<file path="config.mk">
export PLATFORM = sky130hd
export DESIGN_NAME = mem_access_unit
export DESIGN_NICKNAME = d
export VERILOG_FILES = /design/src/rtl/mem_access_unit.sv
export SDC_FILE = /design/constraint.sdc
export NUM_CORES = 1
export LEC_CHECK = 0
export ABC_AREA = 0
export CAP_MARGIN = 20
export CORE_MARGIN = 5
export CORE_UTILIZATION = 42
export CTS_BUF_LIST = sky130_fd_sc_hd__clkbuf_16
export CTS_CLUSTER_SIZE = 12
export DETAILED_ROUTE_END_ITERATION = 12
export GPL_ROUTABILITY_DRIVEN = 0
export PLACE_DENSITY = 0.8
export SYNTH_ARGS = -nofsm -noshare
export SYNTH_HDL_FRONTEND = slang
export SYNTH_SLANG_ARGS = --single-unit
</file>
<file path="constraint.sdc">
create_clock -name clock -period 1.64 [get_ports clock]
set_input_delay 0.246 -clock clock [delete_from_list [all_inputs] [get_ports clock]]
set_output_delay 0.246 -clock clock [all_outputs]
set_load 0.01 [all_outputs]
</file>
<file path="src/rtl/mem_access_unit.sv">
// mem_access_unit: req/ack memory stage with load data register, status and ack timeout
module mem_access_unit #(
  parameter int ADDR_W  = 16,
  parameter int DATA_W  = 16,
  parameter int TIMEOUT = 16
) (
  input  logic              clock,
  input  logic              reset,
  input  logic              start,
  input  logic              write_en,
  input  logic [ADDR_W-1:0] addr,
  input  logic [DATA_W-1:0] wdata,
  output logic              mem_req,
  output logic              mem_we,
  output logic [ADDR_W-1:0] mem_addr,
  output logic [DATA_W-1:0] mem_wdata,
  input  logic [DATA_W-1:0] mem_rdata,
  input  logic              mem_ack,
  output logic [DATA_W-1:0] rdata,
  output logic              busy,
  output logic              done,
  output logic              err
);
  typedef enum logic {IDLE, WAIT} state_t;
  localparam logic [7:0] CNT_LAST = 8'(TIMEOUT - 1);
  state_t            state_q, state_d;
  logic [7:0]        cnt_q, cnt_d;
  logic              req_q, req_d, we_q, we_d, busy_q, busy_d, done_q, done_d, err_q, err_d;
  logic [ADDR_W-1:0] addr_q, addr_d;
  logic [DATA_W-1:0] wdata_q, wdata_d, rdata_q, rdata_d;
  // Next-state: accept in IDLE, then ack (priority) or timeout abort or count in WAIT
  always_comb begin
    state_d = state_q;
    cnt_d   = cnt_q;
    req_d   = req_q;
    we_d    = we_q;
    busy_d  = busy_q;
    done_d  = 1'b0;
    err_d   = err_q;
    addr_d  = addr_q;
    wdata_d = wdata_q;
    rdata_d = rdata_q;
    if (state_q == IDLE) begin
      if (start) begin
        addr_d  = addr;
        wdata_d = wdata;
        we_d    = write_en;
        req_d   = 1'b1;
        busy_d  = 1'b1;
        err_d   = 1'b0;
        cnt_d   = 8'd0;
        state_d = WAIT;
      end
    end else if (mem_ack) begin
      rdata_d = we_q ? rdata_q : mem_rdata;
      req_d   = 1'b0;
      busy_d  = 1'b0;
      done_d  = 1'b1;
      state_d = IDLE;
    end else if (cnt_q == CNT_LAST) begin
      req_d   = 1'b0;
      busy_d  = 1'b0;
      err_d   = 1'b1;
      state_d = IDLE;
    end else begin
      cnt_d = cnt_q + 8'd1;
    end
  end
  // State and registered outputs; active-low synchronous reset drops any transaction
  always_ff @(posedge clock) begin
    if (!reset) begin
      state_q <= IDLE;
      cnt_q   <= '0;
      req_q   <= 1'b0;
      we_q    <= 1'b0;
      busy_q  <= 1'b0;
      done_q  <= 1'b0;
      err_q   <= 1'b0;
      addr_q  <= '0;
      wdata_q <= '0;
      rdata_q <= '0;
    end else begin
      state_q <= state_d;
      cnt_q   <= cnt_d;
      req_q   <= req_d;
      we_q    <= we_d;
      busy_q  <= busy_d;
      done_q  <= done_d;
      err_q   <= err_d;
      addr_q  <= addr_d;
      wdata_q <= wdata_d;
      rdata_q <= rdata_d;
    end
  end
  assign mem_req   = req_q;
  assign mem_we    = we_q;
  assign mem_addr  = addr_q;
  assign mem_wdata = wdata_q;
  assign rdata     = rdata_q;
  assign busy      = busy_q;
  assign done      = done_q;
  assign err       = err_q;
endmodule
</file>
==> metrics <==
status complete, no violations; CTS tree done; Critical R2R Launch cnt_q[0]; Final Hold Viols 0; Top-Level Pins 106; Post-CTS Hold Fix Bufs 0; crit path capture type flip-flop; total number of vias 2329; Hold WS 0.413 ns; DRC violations left 0; fmax 653 MHz; Buf/Inv on CP 1; Placed Cells 462; kind of cell adding the most delay to the critical path flip-flops; Sink Count 61; R2R setup slack 0.11 ns; cells after synthesis 288; relative slew slack 67.4%; Power Density 949 nW/um2; post-DP HPWL 4.47 mm; area grow syn2layout 60.0%; synthesized flop and latch total 61; total track usage 17.2%; cells along the critical path ha_1, nand3_1, o21ai_2, buf_4, and3_1, o21a_1; fillers 462; final setup fails 0; Critical Path Source Type flip-flop; crit-path max FO 5; Die Area 7390 um2; clk slew on worst S/H paths 0.05 ns; final max-slew violation count 0; hold path cells 2; Finished Core Util 69.9%; Tcrit/Tclk final 93.4%; synthesized area per cell 8.41 um2; minimum clock period 1.53 ns; share of cells above drive strength 1 8.62%; deepest clock path buffer count 2; initial antenna violation count 0; VDD IR max 566 uV; vias per inst 4.87; Initial Utilization 43.7%; Worst Path Required 1.90 ns; core box area 5540 um2; CTS root buffer clkbuf_16; Yosys warnings 0; Die Width 85.9 um; nets@finish 456; HP Start reset; Total Routed Length 6.24 mm; first-pass GRT wire length 10.2 mm; Crit Path Class reg -> reg; post-route cell area 3870 um2; Post-Syn Area 2420 um2; clk_lat worst skew 0.32 ns; # rows 27; CP arrival 1.79 ns; hold crit path type in -> reg; largest net degree at the start of global routing 34; GRT Residual Overflow 0; max cap viols 0; CTS Buf Count 9; Area contributors post-synth dfxtp_1 50%, a21boi_0 16%, nand2_1 16%; post-synth net total 342; Worst Hold Endpoint cnt_q[3]; PortBufs 105; Slew @ Worst Pin 0.490 ns; die height 85.9 um; slowest cell on the critical path dfxtp_1; unique cell type count in the Yosys netlist 37; post-synthesis sequential area ratio 50.4%; non-filler cells, final 478; Yosys top cell area share 50.4%; routed length per instance 13.0 um; delay of the slowest cell on the worst path 0.37 ns; Yosys top cell by area dfxtp_1; remaining antenna violation count 0; vias in the first global route 2217; Area after DPL 3620 um2; Starting DRT DRC Count 96; clk_skew 0.00317 ns; htree depth 3; TritonRoute pass-1 iters 4; # diodes 0; Reg2Reg Depth 6; leakage power 1.46 nW; Worst R2R End cnt_q[0]
logic make-up (layout without fill, tap and decap cells):
kind of cell / count (synthesis) / after routing / synth area share, %
xor gates and xnor gates: 1 / 1 / 0.362
buffers and inverters: 23 / 141 / 3.82
muxes: 1 / 1 / 0.413
adders and majority gates: 1 / 1 / 0.516
DFF: 61 / 61 / 50.4
and+or+nand+nor: 134 / 134 / 24.3
AOI/OAI and AO/OA: 67 / 67 / 20.1
repair_timing:
item                                    4_1_cts  5_1_grt
endpoints found under the setup margin        0        3
resized for setup                             0        1
setup buffers                                 0        1
stage by stage:
stage | setup TNS, ns | worst slack, ns | total power [mW]
after detailed placement | -0.0143 | -0.0143 | 2.14
after floorplan | 0 | 0.196 | 1.81
after global placement | 0 | 0.0247 | 2.13
after CTS | 0 | 0.0825 | 3.72
final | 0 | 0.109 | 3.68
after global routing | -0.00987 | -0.00987 | 3.84
worst max path at each step:
stage             start  endpoint  slack (ns)  depth (start not counted)
5_1_grt        cnt_q[0]  cnt_q[1]       -0.01                          6
3_3_place_gp    mem_ack  cnt_q[7]        0.02                          5
2_1_floorplan  cnt_q[4]      busy        0.20                          4
3_5_place_dp    mem_ack  cnt_q[5]       -0.01                          5
6_report       cnt_q[0]  cnt_q[0]        0.11                          6
4_1_cts        cnt_q[7]  cnt_q[1]        0.08                          5
registers in the layout, indices dropped and copies added (netlist names):
signal / cells
busy: 1
cnt_q: 8
mem_addr: 16
done: 1
mem_wdata: 16
mem_we: 1
state_q: 1
err: 1
rdata: 16
metal layers:
metal	vias to the layer above	global-route usage, %	share of wire, %
li1	1183	-	-
met1	1073	18.5	40
met2	63	31.0	52
met3	10	5.76	6.9
met4	0	6.76	1.5
met5	-	0	0
cells in the final DEF (no fill, tap or decap), drive strengths merged:
| cell | count |
|---|---|
| clkdlybuf4s50 | 104 |
| nand2 | 101 |
| dfxtp | 61 |
| a21boi | 52 |
| buf | 18 |
| clkbuf | 9 |
| inv | 6 |
| nand3 | 5 |
| a21oi | 5 |
| nor2 | 5 |
| clkinv | 4 |
| and3 | 3 |
| nor2b | 3 |
| o21ai | 3 |
| o21a | 2 |
| nand4b | 2 |
| and4 | 2 |
| a31oi | 2 |
| nor3b | 2 |
| or2 | 2 |
| nand2b | 1 |
| or4 | 1 |
| o211ai | 1 |
| or3 | 1 |
| xnor2 | 1 |
| a31o | 1 |
| nor4 | 1 |
| nor3 | 1 |
| nand4 | 1 |
| nor4b | 1 |
| nand3b | 1 |
| mux2i | 1 |
| a41o | 1 |
| and2 | 1 |
| ha | 1 |
Yosys cell counts:
master,n
nand2_1,101
dfxtp_1,61
a21boi_0,52
clkbuf_1,16
a21oi_1,5
nand3_1,5
nor2_1,5
inv_1,4
and3_1,3
nor2b_1,3
a31oi_1,2
and4_1,2
buf_2,2
nand4b_1,2
nor3b_1,2
o21a_1,2
a31o_2,1
a41o_1,1
and2_1,1
buf_4,1
ha_1,1
mux2i_1,1
nand2b_1,1
nand3b_1,1
nand4_1,1
nor3_1,1
nor4_1,1
nor4b_1,1
o211ai_1,1
o21ai_0,1
o21ai_1,1
o21ai_2,1
or2_2,1
or2_4,1
or3_1,1
or4_4,1
xnor2_1,1
worst reg2reg max path, cell delays in order (launching register included):
cell and delay (ns):
dfxtp_1 0.37, ha_1 0.24, nand3_1 0.21, o21ai_2 0.25, buf_4 0.15, and3_1 0.15, o21a_1 0.11
report_power, final:
group	switching (mW)	internal, mW
logic	0.206	0.309
registers	0.0380	1.56
clock network	0.591	0.980
total	0.835	2.84
final cells by class:
cell class	instances	area, um2	share of cell area, %
clock buffer	9	225	5.81
tap	72	90.1	2.32
timing repair buffer	122	1190	30.6
sequential	61	1220	31.5
multi-input combinational	204	1110	28.7
inverter	4	15.0	0.387
clock inverter	6	23.8	0.613
Power figures use the tool's default switching activity.
